### src/rtl/jtag_user_pkg.sv
// Shared constants and state types for user-JTAG data register blocks.
// Field positions are common to the capture word and the update word.
package jtag_user_pkg;

  localparam logic [7:0] USER_IR_BRIDGE = 8'h56;

  // Capture word layout
  localparam int unsigned RSP_VALID_BIT = 0;
  localparam int unsigned CMD_BUSY_BIT  = 1;
  localparam int unsigned PAYLOAD_LSB   = 2;

  // Update word layout
  localparam int unsigned RSP_ACK_BIT = 0;
  localparam int unsigned CMD_EN_BIT  = 1;

  typedef enum logic {
    CMD_EMPTY,
    CMD_PENDING
  } cmd_state_e;

  typedef enum logic {
    RSP_EMPTY,
    RSP_FULL
  } rsp_state_e;

endpackage

### src/rtl/jtag_strobe_sync.sv
// Two-flop synchroniser bank for the user-JTAG strobes plus a UDRCK
// rising-edge detector; all outputs are in the fabric clock domain.
module jtag_strobe_sync (
  input  logic clk,
  input  logic rst,
  input  logic udrck,
  input  logic udrcap,
  input  logic udrsh,
  input  logic udrupd,
  input  logic urstb,
  input  logic utdi,
  output logic udrcap_s,
  output logic udrsh_s,
  output logic udrupd_s,
  output logic urstb_s,
  output logic utdi_s,
  output logic udrck_rise
);

  logic [5:0] meta;
  logic [5:0] sync;
  logic       udrck_d;

  always_ff @(posedge clk or posedge rst) begin
    if (rst) begin
      meta    <= '0;
      sync    <= '0;
      udrck_d <= 1'b0;
    end else begin
      meta    <= {udrck, udrcap, udrsh, udrupd, urstb, utdi};
      sync    <= meta;
      udrck_d <= sync[5];
    end
  end

  assign udrcap_s   = sync[4];
  assign udrsh_s    = sync[3];
  assign udrupd_s   = sync[2];
  assign urstb_s    = sync[1];
  assign utdi_s     = sync[0];
  assign udrck_rise = sync[5] & ~udrck_d;

endmodule

### src/rtl/jtag_user_dr_bridge.sv
// User data register behind the debug core's user-JTAG port; turns DR
// updates into a valid/ready command stream and returns responses on capture.
module jtag_user_dr_bridge
  import jtag_user_pkg::*;
#(
  parameter logic [7:0]  IR_CODE = USER_IR_BRIDGE,
  parameter int unsigned DATA_W  = 32
) (
  input  logic              CLK,
  input  logic              RST,
  input  logic              UDRCK,
  input  logic              UDRCAP,
  input  logic              UDRSH,
  input  logic              UDRUPD,
  input  logic [7:0]        UIREG,
  input  logic              URSTB,
  input  logic              UTDI,
  output logic              UTDO,
  output logic              UTDODRV,
  output logic [DATA_W-1:0] CMD_DATA,
  output logic              CMD_VALID,
  input  logic              CMD_READY,
  input  logic [DATA_W-1:0] RSP_DATA,
  input  logic              RSP_VALID,
  output logic              RSP_READY,
  output logic              OVERRUN
);

  localparam int unsigned SR_W = DATA_W + 2;

  logic              udrcap_s, udrsh_s, udrupd_s, urstb_s, utdi_s, udrck_rise;
  logic [7:0]        uireg_q;
  logic [SR_W-1:0]   sr;
  logic [DATA_W-1:0] rsp_hold_data;
  logic              rsp_hold_valid;
  cmd_state_e        cmd_state;
  rsp_state_e        rsp_state;
  logic              sel, dr_act, do_update, cmd_en, rsp_ack;

  jtag_strobe_sync u_sync (
    .clk        (CLK),
    .rst        (RST),
    .udrck      (UDRCK),
    .udrcap     (UDRCAP),
    .udrsh      (UDRSH),
    .udrupd     (UDRUPD),
    .urstb      (URSTB),
    .utdi       (UTDI),
    .udrcap_s   (udrcap_s),
    .udrsh_s    (udrsh_s),
    .udrupd_s   (udrupd_s),
    .urstb_s    (urstb_s),
    .utdi_s     (utdi_s),
    .udrck_rise (udrck_rise)
  );

  // TAP reset masks every strobe, so update side effects share one gate
  assign sel            = (uireg_q == IR_CODE);
  assign dr_act         = udrck_rise && sel && urstb_s;
  assign do_update      = dr_act && !udrcap_s && !udrsh_s && udrupd_s;
  assign cmd_en         = do_update && sr[CMD_EN_BIT];
  assign rsp_ack        = do_update && sr[RSP_ACK_BIT];
  assign rsp_hold_valid = (rsp_state == RSP_FULL);

  always_ff @(posedge CLK or posedge RST) begin
    if (RST) begin
      uireg_q <= '0;
      UTDODRV <= 1'b0;
    end else begin
      uireg_q <= UIREG;
      UTDODRV <= sel;
    end
  end

  always_ff @(posedge CLK or posedge RST) begin
    if (RST) begin
      sr      <= '0;
      UTDO    <= 1'b0;
      OVERRUN <= 1'b0;
    end else if (!urstb_s) begin
      sr      <= '0;
      UTDO    <= 1'b0;
      OVERRUN <= 1'b0;
    end else if (dr_act) begin
      if (udrcap_s) begin
        sr   <= {rsp_hold_data, CMD_VALID, rsp_hold_valid};
        UTDO <= rsp_hold_valid;
      end else if (udrsh_s) begin
        sr   <= {utdi_s, sr[SR_W-1:1]};
        UTDO <= sr[1];
      end else if (cmd_en && cmd_state == CMD_PENDING) begin
        OVERRUN <= 1'b1;
      end
    end
  end

  always_ff @(posedge CLK or posedge RST) begin
    if (RST) begin
      cmd_state <= CMD_EMPTY;
      CMD_VALID <= 1'b0;
      CMD_DATA  <= '0;
    end else begin
      case (cmd_state)
        CMD_EMPTY: if (cmd_en) begin
          cmd_state <= CMD_PENDING;
          CMD_VALID <= 1'b1;
          CMD_DATA  <= sr[SR_W-1:PAYLOAD_LSB];
        end
        CMD_PENDING: if (CMD_READY) begin
          cmd_state <= CMD_EMPTY;
          CMD_VALID <= 1'b0;
        end
        default: cmd_state <= CMD_EMPTY;
      endcase
    end
  end

  // An ack arriving while full wins; the offered word waits for RSP_READY
  always_ff @(posedge CLK or posedge RST) begin
    if (RST) begin
      rsp_state     <= RSP_EMPTY;
      rsp_hold_data <= '0;
      RSP_READY     <= 1'b1;
    end else begin
      case (rsp_state)
        RSP_EMPTY: if (RSP_VALID) begin
          rsp_state     <= RSP_FULL;
          rsp_hold_data <= RSP_DATA;
          RSP_READY     <= 1'b0;
        end
        RSP_FULL: if (rsp_ack) begin
          rsp_state <= RSP_EMPTY;
          RSP_READY <= 1'b1;
        end
        default: rsp_state <= RSP_EMPTY;
      endcase
    end
  end

endmodule
### config.mk
export PLATFORM = sky130hd
export DESIGN_NAME = jtag_user_dr_bridge
export DESIGN_NICKNAME = d
export VERILOG_FILES = /design/src/rtl/jtag_user_pkg.sv /design/src/rtl/jtag_strobe_sync.sv /design/src/rtl/jtag_user_dr_bridge.sv
export SDC_FILE = /design/constraint.sdc
export NUM_CORES = 1
export LEC_CHECK = 0
export CORE_UTILIZATION = 48
export CTS_BUF_LIST = sky130_fd_sc_hd__clkbuf_8 sky130_fd_sc_hd__clkbuf_16
export DETAILED_ROUTE_END_ITERATION = 8
export GPL_ROUTABILITY_DRIVEN = 0
export PLACE_DENSITY = 0.77
export SYNTH_ARGS = -nofsm -noshare
export SYNTH_HDL_FRONTEND = slang
export SYNTH_SLANG_ARGS = --single-unit
export TNS_END_PERCENT = 100
### constraint.sdc
create_clock -name CLK -period 3.86 [get_ports CLK]
set_input_delay 0.579 -clock CLK [delete_from_list [all_inputs] [get_ports CLK]]
set_output_delay 0.579 -clock CLK [all_outputs]
set_load 0.02 [all_outputs]
==> metrics.log, run 1 <==
[metrics] Detailed Routing Iterations Pass 1: 4
[metrics] total global-route track usage: 19.70%
[metrics] wire length of the first global-routing pass: 16,790 um
[metrics] final worst path period share: 59.46%
[metrics] reported leakage power: 3.111 nW
[metrics] top fanout value on the critical path: 3
[metrics] synth unique cells: 30
[metrics] syn_nets: 425
[metrics] number of antenna violations at the first check in global routing: 0
[metrics] ys async rst share: 100.0%
[metrics] Hold Path Cell Cnt: 0
[metrics] Die W: 106.4 um
[metrics] via count of the first global-routing pass: 3,336
[metrics] area of the placeable core: 10,460 sq um
[metrics] top flip-flop cell by instance count after synthesis: sky130_fd_sc_hd__dfrtp_1
[metrics] layout-stage area growth over the synthesis result: 28.70%
[metrics] wire per inst: 16.76 um
[metrics] Routed WL: 10,170 um
[metrics] path depth of the worst reg2reg path: 3
[metrics] CTS hold repair buffers: 0
[metrics] cell with the most instances after synthesis: sky130_fd_sc_hd__dfrtp_1
[metrics] cell count after placement: 576
[metrics] final worst path period need: 2.295 ns
[metrics] number of stages on the worst setup path: 1
[metrics] number of DRC violations after detailed routing: 0
[metrics] Yosys warnings: 0
[metrics] number of enable-type register cells in the synthesized netlist: 0
[metrics] gate count after technology mapping: 375
[metrics] worst clock skew: 0.005737 ns
[metrics] number of buffer cells added on primary ports: 86
[metrics] clock-pin slew on the worst setup and hold paths: 0.05 ns
[metrics] Layout Nets: 509
[metrics] Fin Setup TNS: 0 ns
[metrics] initial drt markers: 137
[metrics] largest net degree at the start of global routing: 71
[metrics] number of levels in the clock H-tree: 4
[metrics] chip height: 106.4 um
[metrics] worst reg-to-reg setup slack: 1.59 ns
[metrics] Setup-failing EPs final: 0
[metrics] Hold Crit Class: flop to flop
[metrics] number of antenna diodes: 0
[metrics] max-slew violations: 0
[metrics] Critical Path RT: 3.28 ns
[metrics] ports placed on the boundary: 87
[metrics] start point of the worst min-delay path: u_sync.meta[3]
[metrics] effective utilization at floorplan: 50.04%
[metrics] buffer levels on the longest clock path: 2
[metrics] TritonCTS Buffers: 17
[metrics] maximum resistive drop on vdd: 0.2259 mV
[metrics] number of post-CTS setup repair buffers: 0
[metrics] crit-path leading delay family: buffers and inverters
[metrics] Critical Path, Cell by Cell: clkdlybuf4s50_1
[metrics] total clock sinks: 125
[metrics] Gates resized, CTS repair: 0
[metrics] type of element capturing the critical path: output pin
[metrics] final-report hold violation count: 0
[metrics] number of standard cells in the layout, taps in and fillers out: 607
[metrics] kind of start point of the critical path: flop
[metrics] CP arrival: 1.72 ns
[metrics] number of vias after detailed routing: 3,166
[metrics] start point of the critical path: RSP_READY
[metrics] Commonest cells post-synth: sky130_fd_sc_hd__dfrtp_1, sky130_fd_sc_hd__mux2_2, sky130_fd_sc_hd__nand2_1
[metrics] Cell Area, Synth: 5235 sq um
[metrics] share of cells above drive strength 1: 22.51%
[metrics] area taken by multi-input logic gates: 1948 sq um
[metrics] synth top area cells: sky130_fd_sc_hd__dfrtp_1, sky130_fd_sc_hd__mux2_4, sky130_fd_sc_hd__mux2_2
[metrics] share of the synthesized area in the top cell type: 59.27%
[metrics] sequential cell area fraction in the yosys report: 59.78%
[metrics] worst-skew pair later-pin latency: 0.52 ns
[metrics] RSZ-0062 raised after global routing: false
[metrics] transition time at the pin with the least slew margin: 0.9713 ns
[metrics] post-detailed-placement half-perimeter wirelength: 6383 um
[metrics] delay of the slowest cell on the worst path: 0.65 ns
[metrics] total power per unit cell area: 497.8 nW/um^2
[metrics] number of nets still failing antenna checks after routing: 0
[metrics] number of filler cells placed in the layout: 772
[metrics] CTS root buf: sky130_fd_sc_hd__clkbuf_8
[metrics] standard-cell rows: 37
[metrics] grt ovf: 0
[metrics] Worst Path Class, Setup: flop to output pin
[metrics] number of storage elements in the synthesis netlist: 125
[metrics] Max-Slew Margin vs Limit: 35.11%
[metrics] TritonCTS clock tree: built
[metrics] status: finished clean
[metrics] largest area contributor in the synthesized netlist: sky130_fd_sc_hd__dfrtp_1
[metrics] syn_area_per_cell: 13.96 sq um
[metrics] crit path buf inv count: 1
[metrics] die area: 11,330 sq um
[metrics] via count normalized by instance count: 5.216
[metrics] cell with the biggest individual delay on the critical path: sky130_fd_sc_hd__clkdlybuf4s50_1
[metrics] register area: 3132 sq um
[metrics] f_max: 435.7 MHz
[metrics] max-cap violations: 0
[metrics] beginning of the worst register-to-register path: u_sync.sync[4]
==> metal layers <==
metal  global-route usage [%]  up-vias  wire length [um]
met3                    4.782       18               360
li1                         -     1476                 -
met1                    25.35     1592              4531
met2                    32.00       80              5050
met4                    8.121        0               230
met5                        0        -                 0
==> cell families after synthesis <==
| family | synth area share (%) |
|---|---|
| compound gates | 5.856 |
| buf+inv | 3.489 |
| flops | 59.78 |
| mux | 22.28 |
| simple gates | 8.604 |
==> cell usage in the layout, fill, tap and decap left out, types with 3 or more instances in the layout <==
cell type                         instances
sky130_fd_sc_hd__a21o_1                   3
sky130_fd_sc_hd__buf_4                    4
sky130_fd_sc_hd__clkbuf_16               16
sky130_fd_sc_hd__clkbuf_8                 4
sky130_fd_sc_hd__clkdlybuf4s50_1         86
sky130_fd_sc_hd__clkinv_2                 4
sky130_fd_sc_hd__dfrtp_1                122
sky130_fd_sc_hd__inv_1                    7
sky130_fd_sc_hd__mux2_2                  36
sky130_fd_sc_hd__mux2_4                  28
sky130_fd_sc_hd__mux2i_1                 34
sky130_fd_sc_hd__nand2_1                 35
sky130_fd_sc_hd__nand2b_1                34
sky130_fd_sc_hd__o211ai_1                34
==> registers in the layout (all words and copies together) (netlist names) <==
name,flops
RSP_READY,1
cmd_state,1
CMD_VALID,1
rsp_hold_data,32
uireg_q,8
UTDODRV,1
UTDO,1
rsp_hold_valid,1
u_sync.sync,6
u_sync.udrck_d,1
CMD_DATA,32
u_sync.meta,6
sr,33
OVERRUN,1
==> where the power goes <==
part,internal (mW),leakage [nW],switching (mW),total (mW)
Sequential,1.45,1.62,0.0725,1.53
Clock,0.950,0.291,0.539,1.49
Combinational,0.214,1.20,0.124,0.339
==> path summary, 6_finish.rpt <==
check	endpoint
worst min-delay path	u_sync.sync[3]
worst max-delay path	RSP_READY
min in group asynchronous	sr[32]
max in group asynchronous	sr[24]
worst max register to register	CMD_DATA[28]
worst min register to register	u_sync.sync[3]
==> layout make-up <==
| cell class | instances | area share, % |
|---|---|---|
| Tap cell | 136 | 2.526 |
| Multi-Input combinational cell | 220 | 28.91 |
| Inverter | 4 | 0.2786 |
| Clock buffer | 20 | 6.760 |
| Clock inverter | 11 | 1.523 |
| Timing Repair Buffer | 91 | 13.52 |
| Sequential cell | 125 | 46.48 |
==> metrics by stage <==
step / util, % / power [mW] / setup WS [ns] / hold slack (ns) / cell area, sq um
finish: 64.40 / 3.354 / 1.565 / 0.3462 / 6738
global route: 64.40 / 3.488 / 1.506 / 0.3664 / 6738
CTS: 64.40 / 3.392 / 1.529 / 0.3476 / 6738
detailed placement: 59.06 / 1.882 / 1.443 / 0.3347 / 6180
global placement: 59.06 / 1.860 / 1.488 / 0.3317 / 6180
floorplan: - / 1.766 / 1.743 / 0.3312 / 5239
(Power assumes the default switching activity.)
==> inputs of run 2 (changes only) <==
Clock period 3.86 ns to 1.84 ns, I/O delays scaled along.
==> run 2 against run 1 <==
  * Clock power increased by 110%
  * Final area up 1.6%
  * Sequential cell count unchanged
  * Critical path depth is the same
  * Worst hold slack worse by 0.14 ns
  * Clock skew increased by 0.0043 ns
  * Clock-buffer cell count shrank 1
  * Critical endpoint is now CMD_DATA[27]
==> metrics.log, run 2 (synthesis results as in run 1) <==
[metrics] TritonCTS clock tree: built
[metrics] proportion of power drawn by combinational gates: 10.3% (+0.2 points)
[metrics] Hold Path Cell Cnt: 1 (+1)
[metrics] number of post-CTS setup repair buffers: 0 (unchanged)
[metrics] share of cells above drive strength 1: 23.95% (+1.4 points)
[metrics] maximum resistive drop on vdd: 0.6721 mV (+200%)
[metrics] reported leakage power: 3.162 nW (+1.6%)
[metrics] Hold Crit Class: input pin to flop
[metrics] f_max: 560.6 MHz
[metrics] worst-skew pair later-pin latency: 0.50 ns (-0.02 ns)
[metrics] Hold Worst Slack: 0.2065 ns (-0.1397 ns)
[metrics] highest-count cells in the layout ignoring fill and taps: sky130_fd_sc_hd__dfrtp_1, sky130_fd_sc_hd__clkdlybuf4s50_1, sky130_fd_sc_hd__mux2_2, sky130_fd_sc_hd__nand2_1
[metrics] total clock sinks: 125 (unchanged)
[metrics] endpoint of the worst register-to-register path: CMD_DATA[6]
[metrics] chip height: 106.4 um (unchanged)
[metrics] crit path buf inv count: 1 (unchanged)
[metrics] post-detailed-placement half-perimeter wirelength: 6304 um (-1.2%)
[metrics] number of buffer cells added on primary ports: 86 (unchanged)
[metrics] CTS hold repair buffers: 0 (unchanged)
[metrics] total global-route track usage: 19.30% (-0.40 points)
[metrics] status: finished clean
[metrics] Setup Slack @ Placement: 0.1753 ns (-1.268 ns)
[metrics] CP arrival: 1.51 ns (-0.21 ns)
[metrics] max-slew violations: 0 (unchanged)
[metrics] path depth of the worst reg2reg path: 4 (+1)
[metrics] crit-path leading delay family: buffers and inverters
[metrics] buffer levels on the longest clock path: 2 (unchanged)
[metrics] post-route standard cell area excluding fillers: 6845 sq um (+1.6%)
[metrics] number of nets still failing antenna checks after routing: 0 (unchanged)
[metrics] number of flip-flops under the largest register name: 33 (unchanged)
[metrics] number of DRC violations after detailed routing: 0 (unchanged)
[metrics] initial drt markers: 108 (-21%)
[metrics] start point of the worst min-delay path: URSTB
[metrics] Flop pwr share: 45.0% (-0.5 points)
[metrics] Int Power: 5.483 mW (+110%)
[metrics] number of antenna diodes: 0 (unchanged)
[metrics] Gates resized, CTS repair: 1 (+1)
[metrics] cell count after placement: 581 (+0.87%)
[metrics] Die W: 106.4 um (unchanged)
[metrics] kind of start point of the critical path: flop
[metrics] clock-pin slew on the worst setup and hold paths: 0.06 ns (about the same)
[metrics] Worst Path Class, Setup: flop to output pin
[metrics] final worst path period need: 1.784 ns
[metrics] number of antenna violations at the first check in global routing: 0 (unchanged)
[metrics] registers with the highest flip-flop counts: sr: 33 flops, CMD_DATA: 32 flops, rsp_hold_data: 32 flops
[metrics] worst clock skew: 0.01002 ns (+0.004286 ns)
[metrics] Detailed Routing Iterations Pass 1: 4 (unchanged)
[metrics] max-cap violations: 0 (unchanged)
[metrics] number of filler cells placed in the layout: 778 (+0.78%)
[metrics] number of standard cells in the layout, taps in and fillers out: 612 (+0.82%)
[metrics] Max-Slew Margin vs Limit: 55.41% (+20 points)
[metrics] wire per inst: 16.12 um (-3.8%)
[metrics] leading cell type in the layout, fill and taps excluded: sky130_fd_sc_hd__dfrtp_1
[metrics] via count normalized by instance count: 5.289 (+1.4%)
[metrics] largest net degree at the start of global routing: 71 (unchanged)
[metrics] switching part of the total: 22.46% (+0.53 points)
[metrics] worst reg-to-reg setup slack: 0.18 ns (-1.41 ns)
[metrics] number of vias after detailed routing: 3,237 (+2.2%)
[metrics] overall power of the completed layout: 7.071 mW (+110%)
[metrics] total power per unit cell area: 1033 nW/um^2 (+110%)
[metrics] delay of the slowest cell on the worst path: 0.62 ns (-0.03 ns)
[metrics] wire length of the first global-routing pass: 16,820 um (+0.17%)
[metrics] die area: 11,330 sq um (unchanged)
[metrics] via count of the first global-routing pass: 3,391 (+1.6%)
[metrics] most flop-heavy register: sr
[metrics] final worst path period share: 96.95%
[metrics] Critical Path, Cell by Cell: clkdlybuf4s50_1
[metrics] Setup-failing EPs final: 0 (unchanged)
[metrics] relative contribution of the clock network to total power: 44.7% (+0.3 points)
[metrics] final setup margin: 0.05604 ns (-1.509 ns)
[metrics] ports placed on the boundary: 87 (unchanged)
[metrics] layout-stage area growth over the synthesis result: 30.76%
[metrics] Fin Setup TNS: 0 ns (unchanged)
[metrics] RSZ-0062 raised after global routing: false
[metrics] Critical Path RT: 1.56 ns (-1.72 ns)
[metrics] effective utilization at floorplan: 50.04% (unchanged)
[metrics] Routed WL: 9863 um (-3.0%)
[metrics] standard-cell rows: 37 (unchanged)
[metrics] post-placement cell area: 6280 sq um (+1.6%)
[metrics] hold worst-path end: u_sync.meta[1]
[metrics] area of the placeable core: 10,460 sq um (unchanged)
[metrics] cell with the biggest individual delay on the critical path: sky130_fd_sc_hd__clkdlybuf4s50_1
[metrics] Net Switching: 1.588 mW (+120%)
[metrics] Layout Nets: 514 (+0.98%)
[metrics] utilization after layout: 65.43% (+1.0 points)
[metrics] number of levels in the clock H-tree: 4 (unchanged)
[metrics] TritonCTS Buffers: 17 (unchanged)
[metrics] final-report hold violation count: 0 (unchanged)
[metrics] CTS root buf: sky130_fd_sc_hd__clkbuf_8
[metrics] type of element capturing the critical path: output pin
[metrics] beginning of the worst register-to-register path: u_sync.sync[3]
[metrics] transition time at the pin with the least slew margin: 0.6688 ns (-0.3025 ns)
[metrics] top fanout value on the critical path: 2 (-1)
[metrics] grt ovf: 0 (unchanged)
-- run 2: cell types whose count changed in the layout (fill, tap and decap cells not counted), sizes merged --
| cell | previous run | this run |
|---|---|---|
| buf | 5 | 10 |
| clkbuf | 20 | 19 |
| clkdlybuf4s50 | 86 | 84 |
| clkinv | 4 | 5 |
| clkinvlp | 2 | 5 |
| dlygate4sd2 | 0 | 1 |
| dlymetal6s2s | 0 | 1 |
| inv | 7 | 4 |
-- run 2: how the worst max path moves through the flow --
stage	startpoint	endpoint	slack (ns)	cells after the start
finish	CMD_DATA[27]	CMD_DATA[27]	0.06	1
global route	CMD_DATA[0]	CMD_DATA[0]	0.01	1
CTS	UTDO	UTDO	0.02	1
detailed placement	RSP_VALID	rsp_hold_data[3]	0.18	5
global placement	u_sync.sync[3]	CMD_DATA[2]	0.21	4
floorplan	RST	CMD_DATA[0]	0.03	1
-- run 2: power by group through the flow --
stage | combinational (mW) | clock (mW) | sequential [mW]
3_3_place_gp | 0.697 | 0 | 3.21
6_report | 0.727 | 3.16 | 3.18
3_5_place_dp | 0.732 | 0 | 3.23
5_1_grt | 0.793 | 3.34 | 3.22
2_1_floorplan | 0.527 | 0 | 3.18
4_1_cts | 0.742 | 3.20 | 3.18
-- run 2: area by class of cell --
class	count	area (sq um)	share of cell area [%]
timing repair buffer	96	1012	14.79
multi-input combinational	220	1948	28.46
tap	136	170.2	2.486
inverter	4	18.77	0.2742
sequential	125	3132	45.75
clock inverter	12	122.6	1.791
clock buffer	19	441.7	6.452
-- run 2: per-layer routing --
metal	wire [um]	up-vias	GRT usage, %
li1	-	1499	-
met1	4382	1654	25.10
met2	4993	75	31.35
met3	393	9	5.518
met4	93	0	5.969
met5	0	-	0
==> inputs of run 3 (changes only) <==
Settings changed: CORE_UTILIZATION 48 to 25, PLACE_DENSITY 0.77 to 0.46, SYNTH_HIERARCHICAL from default to 1.
==> run 3 against run 2 <==
  * Worst hold slack gained 0.031 ns
  * Clock-buffer cell count grew 2
  * Fmax grew 2.3%
  * Non-clock buffer count grew 4
  * Utilization shrank 31 points
  * Largest cell class unchanged
==> metrics.log, run 3 <==
[metrics] number of flip-flops under the largest register name: 34 (+3.0%)
[metrics] standard-cell rows: 52 (+41%)
[metrics] buffer levels on the longest clock path: 2 (unchanged)
[metrics] max-slew violations: 0 (unchanged)
[metrics] largest net degree at the start of global routing: 54 (-24%)
[metrics] number of levels in the clock H-tree: 4 (unchanged)
[metrics] post-route standard cell area excluding fillers: 7048 sq um (+3.0%)
[metrics] Flop pwr share: 42.6% (-2.4 points)
[metrics] Detailed Routing Iterations Pass 1: 4 (unchanged)
[metrics] top fanout value on the critical path: 4 (+2)
[metrics] final worst path period share: 94.78% (-2.2 points)
[metrics] grt ovf: 0 (unchanged)
[metrics] Setup Slack @ Placement: 0.1512 ns (-0.02416 ns)
[metrics] number of buffer cells added on primary ports: 86 (unchanged)
[metrics] kind of start point of the critical path: flop
[metrics] Worst Path Class, Setup: flop to output pin
[metrics] total clock sinks: 125 (unchanged)
[metrics] number of DRC violations after detailed routing: 0 (unchanged)
[metrics] RSZ-0062 raised after global routing: false
[metrics] type of element capturing the critical path: output pin
[metrics] final worst path period need: 1.744 ns (-0.04003 ns)
[metrics] max-cap violations: 0 (unchanged)
[metrics] wire per inst: 17.31 um (+7.4%)
[metrics] cell with the most instances after synthesis: sky130_fd_sc_hd__dfrtp_1
[metrics] worst-skew pair later-pin latency: 0.41 ns (-0.09 ns)
[metrics] CTS hold repair buffers: 0 (unchanged)
[metrics] share of cells above drive strength 1: 17.71% (-6.2 points)
[metrics] die area: 21,590 sq um (+91%)
[metrics] most flop-heavy register: sr
[metrics] Fin Setup TNS: 0 ns (unchanged)
[metrics] via count normalized by instance count: 4.465 (-16%)
[metrics] Critical Path, Cell by Cell: clkdlybuf4s50_1
[metrics] ports placed on the boundary: 87 (unchanged)
[metrics] leading cell type in the layout, fill and taps excluded: sky130_fd_sc_hd__dfrtp_1
[metrics] relative contribution of the clock network to total power: 52.1% (+7.4 points)
[metrics] number of antenna violations at the first check in global routing: 0 (unchanged)
[metrics] Yosys warnings: 6 (+6)
[metrics] post-detailed-placement half-perimeter wirelength: 7803 um (+24%)
[metrics] number of antenna diodes: 0 (unchanged)
[metrics] clock-pin slew on the worst setup and hold paths: 0.05 ns (about the same)
[metrics] proportion of power drawn by combinational gates: 5.3% (-5.0 points)
[metrics] final-report hold violation count: 0 (unchanged)
[metrics] crit path buf inv count: 1 (unchanged)
[metrics] reported leakage power: 3.531 nW (+12%)
[metrics] number of vias after detailed routing: 3,197 (-1.2%)
[metrics] Int Power: 5.435 mW (-0.88%)
[metrics] top flip-flop cell by instance count after synthesis: sky130_fd_sc_hd__dfrtp_1
[metrics] utilization after layout: 34.50% (-31 points)
[metrics] maximum resistive drop on vdd: 0.5463 mV (-19%)
[metrics] transition time at the pin with the least slew margin: 0.4794 ns (-0.1894 ns)
[metrics] overall power of the completed layout: 6.851 mW (-3.1%)
[metrics] TritonCTS Buffers: 17 (unchanged)
[metrics] Hold Worst Slack: 0.2372 ns (+0.03068 ns)
[metrics] Net Switching: 1.416 mW (-11%)
[metrics] effective utilization at floorplan: 25.70% (-24 points)
[metrics] Max-Slew Margin vs Limit: 68.00% (+13 points)
[metrics] number of nets still failing antenna checks after routing: 0 (unchanged)
[metrics] Hold Crit Class: input pin to asynchronous set/reset pin
[metrics] area of the placeable core: 20,430 sq um (+95%)
[metrics] layout-stage area growth over the synthesis result: 34.21%
[metrics] endpoint of the worst register-to-register path: sr[8]
[metrics] Layout Nets: 483 (-6.0%)
[metrics] synth top area cells: sky130_fd_sc_hd__dfrtp_1, sky130_fd_sc_hd__mux2_4, sky130_fd_sc_hd__mux2_1
[metrics] number of storage elements in the synthesis netlist: 125 (unchanged)
[metrics] Cell Area, Synth: 5251 sq um (+0.31%)
[metrics] post-placement cell area: 6417 sq um (+2.2%)
[metrics] CP arrival: 1.47 ns (-0.04 ns)
[metrics] Commonest cells post-synth: sky130_fd_sc_hd__dfrtp_1, sky130_fd_sc_hd__mux2_1, sky130_fd_sc_hd__mux2i_1, sky130_fd_sc_hd__nand4_1, sky130_fd_sc_hd__o211a_1
[metrics] ys async rst share: 100.0% (unchanged)
[metrics] via count of the first global-routing pass: 3,487 (+2.8%)
[metrics] Die W: 146.9 um (+38%)
[metrics] total power per unit cell area: 972.0 nW/um^2 (-5.9%)
[metrics] delay of the slowest cell on the worst path: 0.64 ns (+0.02 ns)
[metrics] worst clock skew: 0.005803 ns (-0.004220 ns)
[metrics] share of the synthesized area in the top cell type: 59.09% (-0.18 points)
[metrics] Setup-failing EPs final: 0 (unchanged)
[metrics] path depth of the worst reg2reg path: 4 (unchanged)
[metrics] Routed WL: 12,400 um (+26%)
[metrics] largest area contributor in the synthesized netlist: sky130_fd_sc_hd__dfrtp_1
[metrics] total global-route track usage: 12.20% (-7.1 points)
[metrics] gate count after technology mapping: 346 (-7.7%)
[metrics] switching part of the total: 20.66% (-1.8 points)
[metrics] Critical Path RT: 1.56 ns (about the same)
[metrics] beginning of the worst register-to-register path: uireg_q[5]
[metrics] f_max: 573.4 MHz (+2.3%)
[metrics] sequential cell area fraction in the yosys report: 59.59% (-0.19 points)
[metrics] registers with the highest flip-flop counts: sr: 34 flops, CMD_DATA: 32 flops, rsp_hold_data: 32 flops
[metrics] syn_area_per_cell: 15.18 sq um (+8.7%)
[metrics] initial drt markers: 183 (+69%)
[metrics] number of standard cells in the layout, taps in and fillers out: 716 (+17%)
[metrics] number of enable-type register cells in the synthesized netlist: 0 (unchanged)
[metrics] syn_nets: 396 (-6.8%)
[metrics] chip height: 146.9 um (+38%)
[metrics] crit-path leading delay family: buffers and inverters
[metrics] synth unique cells: 27 (-10%)
[metrics] wire length of the first global-routing pass: 19,840 um (+18%)
[metrics] cell with the biggest individual delay on the critical path: sky130_fd_sc_hd__clkdlybuf4s50_1
[metrics] worst reg-to-reg setup slack: 0.16 ns (-0.02 ns)
[metrics] cell count after placement: 684 (+18%)
[metrics] TritonCTS clock tree: built
[metrics] highest-count cells in the layout ignoring fill and taps: sky130_fd_sc_hd__dfrtp_1, sky130_fd_sc_hd__clkdlybuf4s50_1, sky130_fd_sc_hd__mux2_1
[metrics] CTS root buf: sky130_fd_sc_hd__clkbuf_16
[metrics] status: finished clean
[metrics] final setup margin: 0.09607 ns (+0.04003 ns)
[run 3: changes by cell type after synthesis, sizes merged, moves of 2 or more]
cell and delta:
a21oi -2, o211ai -34, buf +6, nand4 +33, nand2 -34, o211a +34, nand2b -34
[run 3: power groups by stage]
stage	logic [mW]	clock network, mW	registers (mW)
finish	0.364	3.57	2.92
CTS	0.375	3.65	2.92
detailed placement	0.371	0	2.97
global route	0.403	3.79	2.93
floorplan	0.198	0	2.94
global placement	0.369	0	2.97
[run 3: how the worst max path moves through the flow]
stage | from | endpoint | slack [ns] | depth (start not counted)
floorplan | u_sync/sync[4] | CMD_DATA[10] | 0.20 | 6
finish | sr[0] | UTDO | 0.1 | 1
CTS | sr[0] | UTDO | 0.07 | 1
detailed placement | uireg_q[5] | sr[30] | 0.15 | 4
global placement | u_sync/sync[4] | CMD_DATA[14] | 0.18 | 4
global route | CMD_VALID | CMD_VALID | 0.04 | 1
[run 3: worst reg2reg max path, stage by stage, from the launching register on]
cell,delay [ns]
sky130_fd_sc_hd__dfrtp_1,0.36
sky130_fd_sc_hd__and4bb_2,0.33
sky130_fd_sc_hd__buf_4,0.22
sky130_fd_sc_hd__and3_4,0.49
sky130_fd_sc_hd__o211a_1,0.23
[run 3: per-layer routing]
metal,track usage (%),wire length (um),vias to the layer above
li1,-,-,1464
met1,15.60,5640,1660
met2,18.27,5756,64
met3,5.435,840,9
met4,4.124,157,0
met5,0,0,-
[run 3: layout make-up]
class / count / area (sq um)
Clock buffer: 21 / 480.5
Clock inverter: 11 / 151.4
Multi-Input combinational cell: 185 / 1889
Timing Repair Buffer: 100 / 1040
Fill cell: 2003 / 13380
Inverter: 4 / 18.77
Tap cell: 270 / 337.8
Sequential cell: 125 / 3131
[run 3: what timing repair did]
| item | CTS | global route |
|---|---|---|
| gates resized for setup | 1 | 0 |
| endpoints found under the setup margin | 1 | 0 |
| setup buffers | 0 | 0 |
[run 3: kinds of logic (layout without fill, tap and decap cells)]
logic type             Yosys count  in the layout  share of synthesized area, %
DFF                            125            125                         59.59
muxes                           98             98                         22.21
and+or+nand+nor                 47             47                         6.195
AOI/OAI and AO/OA               40             40                         7.410
buffers and inverters           36            136                         4.598
